### src/rtl/i2s_rx.sv
// Philips-format I2S receiver: oversamples an asynchronous sck/ws/sd bus on clk
// and delivers one left/right sample pair per frame with a single-cycle valid strobe.
module i2s_rx #(
    parameter int DATA_WIDTH = 16
) (
    input  logic                  clk,
    input  logic                  reset,
    input  logic                  sck,
    input  logic                  ws,
    input  logic                  sd,
    output logic [DATA_WIDTH-1:0] left_data,
    output logic [DATA_WIDTH-1:0] right_data,
    output logic                  valid,
    output logic                  word_err
);

    localparam int CW = $clog2(DATA_WIDTH + 1);
    localparam logic [0:0] ST_HUNT = 1'b0;
    localparam logic [0:0] ST_RUN  = 1'b1;
    localparam logic [DATA_WIDTH-1:0] MSB_ONE = {1'b1, {(DATA_WIDTH-1){1'b0}}};
    localparam logic [CW-1:0] CNT_FULL = CW'(DATA_WIDTH);

    logic [1:0]            sck_sync_q, ws_sync_q, sd_sync_q;
    logic                  sck_dly_q;
    logic [0:0]            state_q, state_d;
    logic                  ws_prev_q, ws_prev_d;
    logic [CW-1:0]         bit_cnt_q, bit_cnt_d;
    logic [DATA_WIDTH-1:0] word_q, word_d;
    logic [DATA_WIDTH-1:0] left_hold_q, left_hold_d;
    logic                  left_short_q, left_short_d;
    logic [DATA_WIDTH-1:0] left_q, left_d;
    logic [DATA_WIDTH-1:0] right_q, right_d;
    logic                  valid_q, valid_d;
    logic                  err_q, err_d;

    logic                  sck_rise, ws_s, sd_s;
    logic [DATA_WIDTH-1:0] bit_mask, word_upd, word_fin;
    logic [CW-1:0]         cnt_upd;
    logic                  word_short;

    always_ff @(posedge clk) begin
        if (!reset) begin
            sck_sync_q <= '0;
            ws_sync_q  <= '0;
            sd_sync_q  <= '0;
            sck_dly_q  <= 1'b0;
        end else begin
            sck_sync_q <= {sck_sync_q[0], sck};
            ws_sync_q  <= {ws_sync_q[0], ws};
            sd_sync_q  <= {sd_sync_q[0], sd};
            sck_dly_q  <= sck_sync_q[1];
        end
    end

    assign sck_rise = sck_sync_q[1] & ~sck_dly_q;
    assign ws_s     = ws_sync_q[1];
    assign sd_s     = sd_sync_q[1];

    // The one-hot mask shifts out to zero once the count saturates, so extra bits drop naturally.
    assign bit_mask   = MSB_ONE >> bit_cnt_q;
    assign word_upd   = sd_s ? (word_q | bit_mask) : word_q;
    assign cnt_upd    = (bit_cnt_q < CNT_FULL) ? bit_cnt_q + CW'(1) : bit_cnt_q;
    assign word_fin   = (bit_cnt_q == '0) ? '0 : word_upd;
    assign word_short = (cnt_upd < CNT_FULL);

    always_comb begin
        state_d      = state_q;
        ws_prev_d    = ws_prev_q;
        bit_cnt_d    = bit_cnt_q;
        word_d       = word_q;
        left_hold_d  = left_hold_q;
        left_short_d = left_short_q;
        left_d       = left_q;
        right_d      = right_q;
        valid_d      = 1'b0;
        err_d        = err_q;
        if (sck_rise) begin
            ws_prev_d = ws_s;
            if (state_q == ST_HUNT) begin
                if (ws_prev_q && !ws_s) begin
                    state_d   = ST_RUN;
                    bit_cnt_d = '0;
                    word_d    = '0;
                end
            end else if (ws_s != ws_prev_q) begin
                if (!ws_s) begin
                    left_d  = left_hold_q;
                    right_d = word_fin;
                    valid_d = 1'b1;
                    err_d   = left_short_q | word_short;
                end else begin
                    left_hold_d  = word_fin;
                    left_short_d = word_short;
                end
                word_d    = '0;
                bit_cnt_d = '0;
            end else begin
                word_d    = word_upd;
                bit_cnt_d = cnt_upd;
            end
        end
    end

    always_ff @(posedge clk) begin
        if (!reset) begin
            state_q      <= ST_HUNT;
            ws_prev_q    <= 1'b0;
            bit_cnt_q    <= '0;
            word_q       <= '0;
            left_hold_q  <= '0;
            left_short_q <= 1'b0;
            left_q       <= '0;
            right_q      <= '0;
            valid_q      <= 1'b0;
            err_q        <= 1'b0;
        end else begin
            state_q      <= state_d;
            ws_prev_q    <= ws_prev_d;
            bit_cnt_q    <= bit_cnt_d;
            word_q       <= word_d;
            left_hold_q  <= left_hold_d;
            left_short_q <= left_short_d;
            left_q       <= left_d;
            right_q      <= right_d;
            valid_q      <= valid_d;
            err_q        <= err_d;
        end
    end

    assign left_data  = left_q;
    assign right_data = right_q;
    assign valid      = valid_q;
    assign word_err   = err_q;

endmodule

### config.mk
export PLATFORM = sky130hd
export DESIGN_NAME = i2s_rx
export DESIGN_NICKNAME = d
export VERILOG_FILES = /design/src/rtl/i2s_rx.sv
export SDC_FILE = /design/constraint.sdc
export NUM_CORES = 1
export LEC_CHECK = 0
export CORE_MARGIN = 3
export CORE_UTILIZATION = 57
export CTS_BUF_LIST = sky130_fd_sc_hd__clkbuf_2
export CTS_CLUSTER_DIAMETER = 50
export DETAILED_ROUTE_END_ITERATION = 8
export PLACE_DENSITY = 0.9
export SLEW_MARGIN = 15
export SYNTH_ARGS = -nofsm -noshare
export SYNTH_HDL_FRONTEND = slang
export SYNTH_SLANG_ARGS = --single-unit
### constraint.sdc
create_clock -name clk -period 4.2 [get_ports clk]
set_input_delay 0.84 -clock clk [delete_from_list [all_inputs] [get_ports clk]]
set_output_delay 0.84 -clock clk [all_outputs]
set_load 0.03 [all_outputs]
==> reports/metrics.cfg <==
[drt]
drtPass1Iterations = 5
viasPerCell = 5.692
routed_wirelength_mm = 6.486
vias = 2550
wire_per_inst_um = 14.48
drc = 0
drt_iter0_drc = 163
drtAntennaViolNets = 0

[worst_setup_path]
path_cells = clkdlybuf4s50_1
worstPathBufferInverterCount = 1
critPathArrivalTime_ps = 1610
timing.rr.start = ws_sync_q[1]
cp.required_ps = 3360
cp_slowest_cell = clkdlybuf4s50_1
cp.depth = 1
crit_end = left_data[12]
worstPathMaxFanout = 2
rr_endpoint = right_data[9]
critical_path.max_stage_delay_ps = 670
crit_type = flip-flop to output pin
rrSetupSlack_ps = 1770
endpoint_kind = output pin
cp-start-kind = flip-flop
reg2reg_depth = 6
setup.worst_path.start = left_data[12]
critPathTopFamily = buffers and inverters

[die]
dieArea_um2 = 6543
coreArea_um2 = 5270
die_h_um = 80.89
pin_count = 39
initial_utilization = 0.6066
num_rows = 26
die_width_um = 80.89

[worst_hold_path]
hold_class = flip-flop to flip-flop
holdPathStages = 1

[synthesis]
synthArstFlopShare = 0
syn_inst = 348
synth_edf_count = 0
yosys_register_bits = 81
syn_avg_cell_area_um2 = 9.186
syn-num-nets = 360
yosysWarnings = 0
yosysUniqueCellTypes = 44
synthFlopType = dfxtp_1
netlist_area_um2 = 3197
ys_seq_area_frac = 0.5072

[cells_and_area]
final_common_cell = dfxtp_1
area_delta_synth_final_pct = 14.48
fillers = 408
final_layout_size_suffix_gt1_frac = 0.07407
insertedDiodeCount = 0
final_net_count = 385
final_cell_mix = dfxtp_1, nand2_1, clkdlybuf4s50_1

[sta]
maxSlewHeadroom = 0.4788
layout_min_cycle_time_ps = 2454
finalHoldViolations = 0
tightest_slew_ps = 781.7
setup_violations = 0
post-route-period-util = 0.5843
rsz0062_at_grt = no
clock_skew_ps = 32.14
fin_tns_setup_ps = 0
fmax_mhz = 407.5
finalWorstSetupSlack_ps = 1746
drv_slew = 0

[power_and_ir_drop]
p_sw_mw = 0.2903
finalPower_mw = 1.216
p_comb_frac = 0.021
switching_share = 0.2387
power_density_nw_per_um2 = 332.3
seq_power_share = 0.638
leakage_nw = 1.295
internal_power_mw = 0.9258
ir_drop_mv = 0.3301
clkPwrFrac = 0.341

[place]
port_buffers = 38
place_congestion = 0.8357
pre_cts_slack_ps = 1748
dp_hpwl_mm = 4.430

[clocking]
cts_buffers = 9
ctsResizeCount = 0
h-tree-depth = 3
clock_path_buffers = 2
cts_tree = yes
cts_setup_buffers = 0
root_buffer = clkbuf_2
cts.sinks = 81
clk_pin_slew_ps = 230
clk_latency_ps = 550
hold_buffers = 0

[global_routing]
grt_pass1_wl_mm = 11.25
grt_overflow_total = 0
gr-usage-all-layers = 0.2234
grt_pass1_vias = 2460
grt_max_degree = 53
antenna_found_initial = 0

[outcome]
status = finished clean

[run]
max_cap_viol_count = 0

layer usage:
| metal | global-route usage | vias up | part of all wire |
|---|---|---|---|
| li1 | - | 1272 | - |
| met1 | 0.2822 | 1173 | 0.44 |
| met2 | 0.3432 | 84 | 0.46 |
| met3 | 0.07761 | 21 | 0.067 |
| met4 | 0.1014 | 0 | 0.033 |
| met5 | 0 | - | 0 |
how the worst min path moves through the flow:
stage                  start             to  slack, ps
2_1_floorplan  sck_sync_q[0]  sck_sync_q[1]        410
3_3_place_gp   sck_sync_q[0]  sck_sync_q[1]        420
3_5_place_dp   sck_sync_q[0]  sck_sync_q[1]        420
4_1_cts        sck_sync_q[0]  sck_sync_q[1]        460
5_1_grt        sck_sync_q[0]  sck_sync_q[1]        470
6_report       sck_sync_q[0]  sck_sync_q[1]        460
logic make-up (layout without fill, tap and decap cells):
group | after synthesis | count (layout) | synth area share
mux | 3 | 3 | 0.009394
flops | 81 | 81 | 0.5072
fa+ha+maj | 7 | 7 | 0.02740
buf+inv | 32 | 62 | 0.04853
simple gates | 129 | 129 | 0.2067
compound gates | 96 | 96 | 0.2008
synthesized netlist by cell type, types with 2 or more instances:
library cell  number  area, µm²
a21boi_0          14      105.1
a21boi_1           5      37.54
a21o_1             2      15.01
a21oi_1            5      25.02
a22o_1             2      17.52
a22oi_1            5      37.54
a31o_2             4      35.03
a31oi_1            3      18.77
a32o_1             3      30.03
a41oi_1            2      17.52
and2_1             9      56.30
and3_1             4      25.02
buf_2             10      50.05
buf_4              4      30.03
clkbuf_1           9      33.78
dfxtp_1           81       1622
ha_1               7      87.58
inv_1              7      26.28
mux2i_1            3      30.03
nand2_1           55      206.5
nand2b_1           3      18.77
nand3_1           28      140.1
nand3_2            2      20.02
nor2b_1           18      112.6
o211ai_1           5      37.54
o21ai_0           17      85.08
o21ai_1           11      55.05
o22ai_1           14      87.58
cell type report:
type                            instances  area, µm²  area share
Tap cell                               70      87.58     0.02393
Sequential cell                        81       1622      0.4431
Multi-Input combinational cell        235       1425      0.3894
Inverter                                7      26.28    0.007179
Timing Repair Buffer                   39      382.9      0.1046
Clock buffer                           10      50.05     0.01368
Clock inverter                          6      66.31     0.01812
per-stage QoR:
stage	cell area, µm²	util	instances	hold WS [ps]
5_1_grt	3660	0.6944	448	471.6
3_5_place_dp	3538	0.6714	432	421.0
2_1_floorplan	3197	-	348	411.9
3_3_place_gp	3538	0.6714	432	416.0
6_report	3660	0.6944	448	457.7
4_1_cts	3655	0.6935	448	463.2
power by group through the flow:
stage	Clock, mW	Sequential, mW	Combinational (mW)
floorplan	0	0.789	0.0199
global placement	0	0.790	0.0244
detailed placement	0	0.791	0.0250
CTS	0.425	0.776	0.0249
global route	0.453	0.777	0.0279
finish	0.415	0.776	0.0251
flip-flops by register name, summed over array words and instances, names as in the netlist, 2 cells and up:
name / count
word_q: 16
sd_sync_q: 2
bit_cnt_q: 5
ws_sync_q: 2
right_data: 16
sck_sync_q: 2
left_hold_q: 16
left_data: 16
(Power assumes the default switching activity.)
==> variant: new RTL, config.mk and constraints unchanged <==
`left_hold_q` no longer has a reset.
--- a/src/rtl/i2s_rx.sv
+++ b/src/rtl/i2s_rx.sv
@@ -107,7 +107,6 @@
             ws_prev_q    <= 1'b0;
             bit_cnt_q    <= '0;
             word_q       <= '0;
-            left_hold_q  <= '0;
             left_short_q <= 1'b0;
             left_q       <= '0;
             right_q      <= '0;
@@ -118,13 +117,16 @@
             ws_prev_q    <= ws_prev_d;
             bit_cnt_q    <= bit_cnt_d;
             word_q       <= word_d;
-            left_hold_q  <= left_hold_d;
             left_short_q <= left_short_d;
             left_q       <= left_d;
             right_q      <= right_d;
             valid_q      <= valid_d;
             err_q        <= err_d;
         end
+    end
+
+    always_ff @(posedge clk) begin
+        left_hold_q <= left_hold_d;
     end
 
     assign left_data  = left_q;
Behaviour: same outputs for any inputs over 10 cycles, from zero or initial values and one cycle with reset low; that may be too few to reach the edited logic, so the function may still have changed.
==> variant against the original RTL <==
Wire length fell by 1.3%; synthesized cell count fell by 9.5%; clock power shrank 6.5%; cell count fell by 5.6%; sequential cell count stayed put; synthesized area down 1.4%; global-route usage shrank 0.51 points; non-clock buffer count up 3; cell area is 0.17% higher; worst setup slack gained 27 ps; power decreased by 0.74%; count of clock-buffer cells in the layout is 2 higher; largest cell class unchanged; highest routed layer unchanged.
==> variant: results (changes against the original RTL) <==
compound-cell area share of the yosys netlist=16.5% (-3.6 points); Post-Synth Adder-Cell Area=2.78% (+0.038 points); initial antenna violation count=0 (unchanged); number of global-route vias before repair=2,278 (-7.4%); ranking of synthesized cells by area=dfxtp_1 (41%), edfxtp_1 (15%), nand2_1 (4.4%); CP peak stage delay=680 ps; Hold/Removal Path Class=reg -> reg; setup bufs post-CTS=0 (unchanged); status=finished clean; Cells after DPL=407 (-5.8%); ys async rst share=0% (unchanged); first-pass GRT wire length=10,800 um (-4.3%); highest-delay cell along the critical path=clkdlybuf4s50_1; Max H-tree Level=3 (unchanged); Detailed Route Iter0 Violations=228 (+40%); Mean Syn Cell Area=10.0 um2 (+9.0%); Largest delay share family, worst path=buffers and inverters; Yosys cell types=37 (-16%); Syn Nets=327 (-9.2%); CTS root buf=clkbuf_2; largest net degree at the start of global routing=66 (+25%); Max VDD drop=0.000336 V (+1.7%); XOR/XNOR Fraction of Synth Area=0% (unchanged); Port Buffers=38 (unchanged); clock buffer depth=2 (unchanged); Synth top cells by count=dfxtp_1 (65), nand2_1 (37), nand3_1 (21), nor2_1 (20), nor2b_1 (19); gr usage total=21.8% (-0.51 points); post-DR wirelength/cell=15.1 um (+4.6%); dpl hpwl=4500 um (+1.5%); Post-synth EDFFs=16 (+16); n_diodes=0 (unchanged); proportion of layout cells with a drive suffix above 1=7.08% (-0.33 points); Seq/Total Area, Yosys=56.5% (+5.8 points); worst skew pair latency=510 ps (-40 ps); mux contribution to synthesized area=0.635% (-0.30 points); post-cts sizing count=0 (unchanged); static leakage=1.24 nW (-4.4%); critical path arrival=1590 ps (-20 ps); synth warn=0 (unchanged); total number of vias=2,416 (-5.3%); drt total wl=6400 um (-1.3%); TritonCTS Buffers=9 (unchanged); top_reg_cell synth=dfxtp_1; Worst Skew=36.7 ps (+4.55 ps); gpl congestion=0.831 (-0.55%); clock-pin slew on the worst setup and hold paths=200 ps (-30 ps); nets@finish=360 (-6.5%); placed cell area=3560 um2 (+0.57%); Rel. slew slack=43.5% (-4.4 points); crit-path max FO=2 (unchanged); DRT Pass-1 Iters=4 (-1)
==> variant: cell types whose count changed after synthesis, sizes merged, moves of 5 or more <==
| cell | unedited run | this run |
|---|---|---|
| nor2 | 2 | 20 |
| o22ai | 14 | 0 |
| edfxtp | 0 | 16 |
| dfxtp | 81 | 65 |
| o21ai | 28 | 13 |
| nand2 | 56 | 37 |
| nand3 | 30 | 21 |
| buf | 16 | 11 |
| o31ai | 0 | 10 |
| a31oi | 3 | 11 |
==> variant: cells by family after synthesis <==
group / count (synthesis)
buffers and inverters: 26
adder cells (fa/ha/maj): 7
multiplexers: 2
AND/OR/NAND/NOR: 123
AO/OA/AOI/OAI: 76
flip-flops: 81
==> variant: final timing paths <==
| kind | cells past startpoint | to | slack (ps) | from |
|---|---|---|---|---|
| setup / recovery | 1 | right_data[13] | 1770 | right_data[13] |
| hold / removal | 1 | sck_sync_q[1] | 460 | sck_sync_q[0] |
| setup reg to reg | 6 | left_short_q | 2040 | ws_sync_q[1] |
| hold reg to reg | 1 | sck_sync_q[1] | 460 | sck_sync_q[0] |
==> variant: layout make-up <==
type,instances,area (um2)
clock buffers,12,60.1
clock inverters,4,47.5
fillers,404,1570
inverters,6,22.5
multi-input cells,208,1260
flip-flops and latches,81,1780
well taps,70,87.6
repair buffers,42,410
==> variant: power by group <==
group	switching (W)	internal [W]
Combinational	0.0000126	0.0000106
Sequential	0.00000230	0.000794
Clock	0.000245	0.000143
==> variant: metrics by stage <==
stage	hold slack [ps]	setup slack, ps
2_1_floorplan	412	2370
6_report	460	1770
3_5_place_dp	428	1650
4_1_cts	467	1730
5_1_grt	486	1660
3_3_place_gp	417	1710
==> variant: layer usage <==
metal	part of all wire, %	up-vias	GRT usage (%)
met4	0.70	0	6.93
met5	0	-	0
li1	-	1184	-
met3	5.2	5	6.84
met1	43	1171	25.5
met2	51	56	38.0
